File: config.mk
export PLATFORM = sky130hd
export DESIGN_NAME = spi_rx_pingpong_writer
export DESIGN_NICKNAME = d
export VERILOG_FILES = /design/src/rtl/spi_rx_pingpong_writer.sv
export SDC_FILE = /design/constraint.sdc
export NUM_CORES = 1
export LEC_CHECK = 0
export CAP_MARGIN = 20
export CELL_PAD_IN_SITES_DETAIL_PLACEMENT = 1
export CELL_PAD_IN_SITES_GLOBAL_PLACEMENT = 2
export CORE_ASPECT_RATIO = 0.6
export CORE_UTILIZATION = 31
export DETAILED_ROUTE_END_ITERATION = 6
export PLACE_DENSITY_LB_ADDON = 0.05
export SYNTH_ARGS = -nofsm -noshare
export SYNTH_HDL_FRONTEND = slang
export SYNTH_SLANG_ARGS = --single-unit
File: constraint.sdc
create_clock -name clk -period 1.8 [get_ports clk]
set_input_delay 0.36 -clock clk [delete_from_list [all_inputs] [get_ports clk]]
set_output_delay 0.36 -clock clk [all_outputs]
set_load 0.1 [all_outputs]
File: src/rtl/spi_rx_pingpong_writer.sv
`default_nettype none
// ============================================================================
// Module   : spi_rx_pingpong_writer
// Brief    : Oversampled SPI mode-0 slave receiver that fills a two-bank
//            ping-pong RAM and hands full banks to the DSP stage.
// Revision : 1.0 - initial release
// ============================================================================
module spi_rx_pingpong_writer #(
    parameter int DATADEPTH = 128,
    parameter int AW        = 7
) (
    input  logic          clk,
    input  logic          rst_n,
    input  logic          spi_sclk,
    input  logic          spi_cs_n,
    input  logic          spi_mosi,
    output logic          wr_en,
    output logic          wr_bank,
    output logic [AW-1:0] wr_addr,
    output logic [7:0]    wr_data,
    output logic          ready,
    output logic          rd_bank,
    input  logic          finish,
    output logic          overflow,
    output logic          frame_err
);

    typedef enum logic [0:0] {
        ST_FILL = 1'b0,
        ST_WAIT = 1'b1
    } state_t;

    localparam logic [AW-1:0] c_LAST_ADDR = AW'(DATADEPTH - 1);

    logic          r_sclk_meta, r_sclk_sync, r_sclk_prev;
    logic          r_cs_meta, r_cs_sync;
    logic          r_mosi_meta, r_mosi_sync;
    logic [6:0]    r_shift;
    logic [2:0]    r_bit_cnt;
    logic          r_frame_err;

    state_t        r_state, w_state_next;
    logic          r_wr_en;
    logic          r_wr_bank;
    logic [AW-1:0] r_wr_addr;
    logic [7:0]    r_wr_data;
    logic [1:0]    r_full, w_full_next;
    logic          r_ready, r_rd_bank, r_overflow;

    logic          w_sclk_rise, w_byte_valid, w_accept, w_drop;
    logic          w_last_write, w_release;
    logic [7:0]    w_byte;

    assign w_sclk_rise  = r_sclk_sync & ~r_sclk_prev;
    assign w_byte_valid = w_sclk_rise & ~r_cs_sync & (r_bit_cnt == 3'd7);
    assign w_byte       = {r_shift, r_mosi_sync};

    // Serial front end: synchronisers, bit counter and shift register
    always_ff @(posedge clk) begin
        if (!rst_n) begin
            r_sclk_meta <= 1'b0;
            r_sclk_sync <= 1'b0;
            r_sclk_prev <= 1'b0;
            r_cs_meta   <= 1'b1;
            r_cs_sync   <= 1'b1;
            r_mosi_meta <= 1'b0;
            r_mosi_sync <= 1'b0;
            r_shift     <= '0;
            r_bit_cnt   <= '0;
            r_frame_err <= 1'b0;
        end else begin
            r_sclk_meta <= spi_sclk;
            r_sclk_sync <= r_sclk_meta;
            r_sclk_prev <= r_sclk_sync;
            r_cs_meta   <= spi_cs_n;
            r_cs_sync   <= r_cs_meta;
            r_mosi_meta <= spi_mosi;
            r_mosi_sync <= r_mosi_meta;
            r_frame_err <= 1'b0;
            if (r_cs_sync) begin
                r_bit_cnt   <= '0;
                r_frame_err <= (r_bit_cnt != 3'd0);
            end else if (w_sclk_rise) begin
                r_shift   <= {r_shift[5:0], r_mosi_sync};
                r_bit_cnt <= r_bit_cnt + 3'd1;
            end
        end
    end

    // The write is committed in the wr_en cycle, so the bank flips after it
    assign w_last_write = r_wr_en && (r_wr_addr == c_LAST_ADDR);
    assign w_release    = finish && r_ready;

    always_ff @(posedge clk) begin
        if (!rst_n) begin
            r_state <= ST_FILL;
        end else begin
            r_state <= w_state_next;
        end
    end

    always_comb begin
        w_state_next = r_state;
        w_accept     = 1'b0;
        w_drop       = 1'b0;
        case (r_state)
            ST_FILL: begin
                w_accept = w_byte_valid;
                if (w_last_write && r_full[~r_wr_bank]) begin
                    w_state_next = ST_WAIT;
                end
            end
            ST_WAIT: begin
                w_drop = w_byte_valid;
                if (!r_full[r_wr_bank]) begin
                    w_state_next = ST_FILL;
                end
            end
            default: w_state_next = ST_FILL;
        endcase
    end

    // Fill completion and DSP release never target the same bank
    always_comb begin
        w_full_next = r_full;
        if (w_last_write) begin
            w_full_next[r_wr_bank] = 1'b1;
        end
        if (w_release) begin
            w_full_next[r_rd_bank] = 1'b0;
        end
    end

    always_ff @(posedge clk) begin
        if (!rst_n) begin
            r_wr_en    <= 1'b0;
            r_wr_bank  <= 1'b0;
            r_wr_addr  <= '0;
            r_wr_data  <= '0;
            r_full     <= '0;
            r_ready    <= 1'b0;
            r_rd_bank  <= 1'b0;
            r_overflow <= 1'b0;
        end else begin
            r_wr_en <= w_accept;
            r_full  <= w_full_next;
            if (w_accept) begin
                r_wr_data <= w_byte;
            end
            if (r_wr_en) begin
                r_wr_addr <= r_wr_addr + AW'(1);
                if (w_last_write) begin
                    r_wr_bank <= ~r_wr_bank;
                end
            end
            if (w_drop) begin
                r_overflow <= 1'b1;
            end
            // Forced low for a cycle after release so the DSP address resets
            if (w_release) begin
                r_rd_bank <= ~r_rd_bank;
                r_ready   <= 1'b0;
            end else begin
                r_ready   <= r_full[r_rd_bank];
            end
        end
    end

    assign wr_en     = r_wr_en;
    assign wr_bank   = r_wr_bank;
    assign wr_addr   = r_wr_addr;
    assign wr_data   = r_wr_data;
    assign ready     = r_ready;
    assign rd_bank   = r_rd_bank;
    assign overflow  = r_overflow;
    assign frame_err = r_frame_err;

endmodule
`default_nettype wire

==> impl_metrics.tcl <==
set metrics [dict create \
    core_area_sq_mm 0.004731 \
    drt_iter0_markers 25 \
    outcome "finished, final reports clean" \
    use_met2_pct 22.57 \
    syn_to_final_growth_pct 44.48 \
    slowest_stage "or4_1" \
    hp-class "reg -> reg" \
    peakVddDrop_mv 0.4476 \
    ys_seq_area_share_pct 51.74 \
    clockBufferDepth 2 \
    routed_via_density 4.684 \
    cts_hold_buf 0 \
    fin_crit_sh_pct 83.37 \
    switchingPower_uw 362.8 \
    synth_warnings 0 \
    setup_violations 0 \
    fillCellCount 519 \
    worstMarginPinSlew_ps 482.5 \
    crit_chain "ha_1 > nand3_1 > or4_1 > a21oi_1" \
    die_w_microns 94.36 \
    ys_ff_latch 41 \
    die_y_microns 57.42 \
    cap_violations 0 \
    final_nets 209 \
    syn_inst 168 \
    grt_pass1_wl_microns 6154 \
    num_vias 1232 \
    antenna_found_initial 0 \
    layout_commonest_cell "dfxtp_1" \
    worst_setup_path_end_kind "flop" \
    dp_hpwl_microns 2750 \
    use_met1_pct 20.80 \
    ctsRootBufferMaster "clkbuf_8" \
    ant_nets 0 \
    use_met3_pct 4.800 \
    cts_max_level 2 \
    fp-row-count 19 \
    globalplace.congestion 0.6907 \
    p_clk_share_pct 47.6 \
    setup_tns_ps 0 \
    cts_sinks 41 \
    slew_violations 0 \
    drc 0 \
    final_cells 263 \
    p_int_mw 1.489 \
    cts_resized 0 \
    drive_gt1_share_pct 23.00 \
    initial_core_util_pct 33.54 \
    crit_family "simple AND/OR/NAND/NOR gates" \
    clkLatencyLatePin_ps 290 \
    die_area_sq_mm 0.005417 \
    grt_pass1_vias 1282 \
    rsz0062_at_grt "false" \
    grt_max_degree 27 \
    skew_ps 3.746 \
    cp_data_arrival_time_ps 1730 \
    dp_cells 255 \
    critPathRequiredTime_ps 2030 \
    portBuffers 26 \
    antenna_cells 0 \
    synth_nets 178 \
    busiest_layer "met2" \
    leakage_nw 0.8428 \
    final_cell_mix "33 x dfxtp_1, 30 x nand2_1, 22 x buf_12" \
    grt_usage_pct 15.37 \
    clk_pin_slew_ps 80 \
    hold_viol 0 \
    cts_tree "built" \
    p_comb_share_pct 2.9 \
    powerDensity_mw_per_mm2 808.1 \
    avgSynthCellArea_sq_um 9.444 \
    sequentialPowerShare_pct 49.5 \
    slew_headroom_pct 67.83 \
    firstDrtPassIters 4 \
    cp_max_fo 5 \
    layout_min_cycle_time_ps 1501 \
    switching_share_pct 19.59 \
    cts_buffers 5 \
    drt-total-wl_microns 3693 \
    post_cts_buffers 0 \
    critPathLaunchType "flop" \
    path_buf_inv 0 \
    fmax_mhz 666.4 \
    synth_cell_types 28 \
    grt_overflow 0 \
    ios 27 \
    syn_area_sq_mm 0.001587 \
    path_class "reg -> reg" \
    routedWlPerCell_microns 14.04 \
    cpPeakStageDelay_ps 490 \
]
## power by group through the flow
stage / sequential (mW) / clock (mW) / combinational, mW
3_5_place_dp: 0.938 / 0 / 0.0553
3_3_place_gp: 0.938 / 0 / 0.0528
4_1_cts: 0.917 / 0.899 / 0.0553
6_report: 0.916 / 0.882 / 0.0541
2_1_floorplan: 0.937 / 0 / 0.0274
5_1_grt: 0.918 / 0.945 / 0.0602
## routing by layer
layer  vias up  routed length (microns)
li1        620                        -
met1       586                     1884
met2        19                     1616
met3         7                      132
met4         0                       60
met5         -                        0
## flip-flops by register name, summed over array words and instances, names as in the netlist, 2 cells and up
name	flops
r_full	2
wr_data	8
wr_addr	7
r_shift	7
r_bit_cnt	3
## final cells by class
class	count	area, sq um	share of cell area [%]
Tap cell	63	78.83	3.439
Timing Repair Buffer	32	528.0	23.03
Multi-Input combinational cell	114	701.9	30.62
Sequential cell	41	830.8	36.24
Clock inverter	3	65.06	2.838
Inverter	5	18.77	0.8188
Clock buffer	5	68.82	3.002
## logic make-up (layout without fill, tap and decap cells)
family,count (synthesis),after routing,share of synthesized area (%)
AOI/OAI and AO/OA,28,28,9.148
xor gates and xnor gates,6,6,3.312
adders and majority gates,4,4,3.155
buffers and inverters,13,45,4.021
DFF,41,41,51.74
muxes,14,14,8.911
and+or+nand+nor,62,62,19.72
## through the flow
stage               utilization, %  hold slack, ps  setup slack (ps)  power, mW  cell area, sq um
floorplan                        -           386.3             31.06     0.9642              1597
global route                 48.45           451.4             197.5      1.923              2292
global placement             45.62           396.7             367.0     0.9906              2158
detailed placement           45.62           401.5             278.0     0.9937              2158
CTS                          48.45           422.5             288.7      1.872              2292
finish                       48.45           416.6             299.3      1.852              2292
## final timing paths
kind | startpoint | depth (start not counted) | slack [ps] | end
worst max-delay path | wr_addr[0] | 4 | 300 | r_state
worst min-delay path | r_cs_meta | 1 | 420 | r_cs_sync
worst max register to register | wr_addr[0] | 4 | 300 | r_state
worst min register to register | r_cs_meta | 1 | 420 | r_cs_sync
## synth_stat cells, drive strengths merged
cell type  count  area share (%)
dfxtp         41              52
nand2         30             7.1
a21oi         13             4.1
mux2i         13             8.2
nor2          12             2.8
o21ai         12             3.8
and2           6             2.4
buf            6             2.4
ha             4             3.2
inv            4            0.95
nand2b         4             1.6
xor2           4             2.2
nand4          3             2.1
or3            3             1.2
a31oi          2            0.79
clkbuf         2            0.47
xnor2          2             1.1
and3b          1            0.55
clkinv         1            0.24
mux2           1            0.71
nand3          1            0.32
nor3b          1             1.2
o21a           1            0.47
or4            1            0.47
No activity file was read; power rests on OpenSTA's default activity.
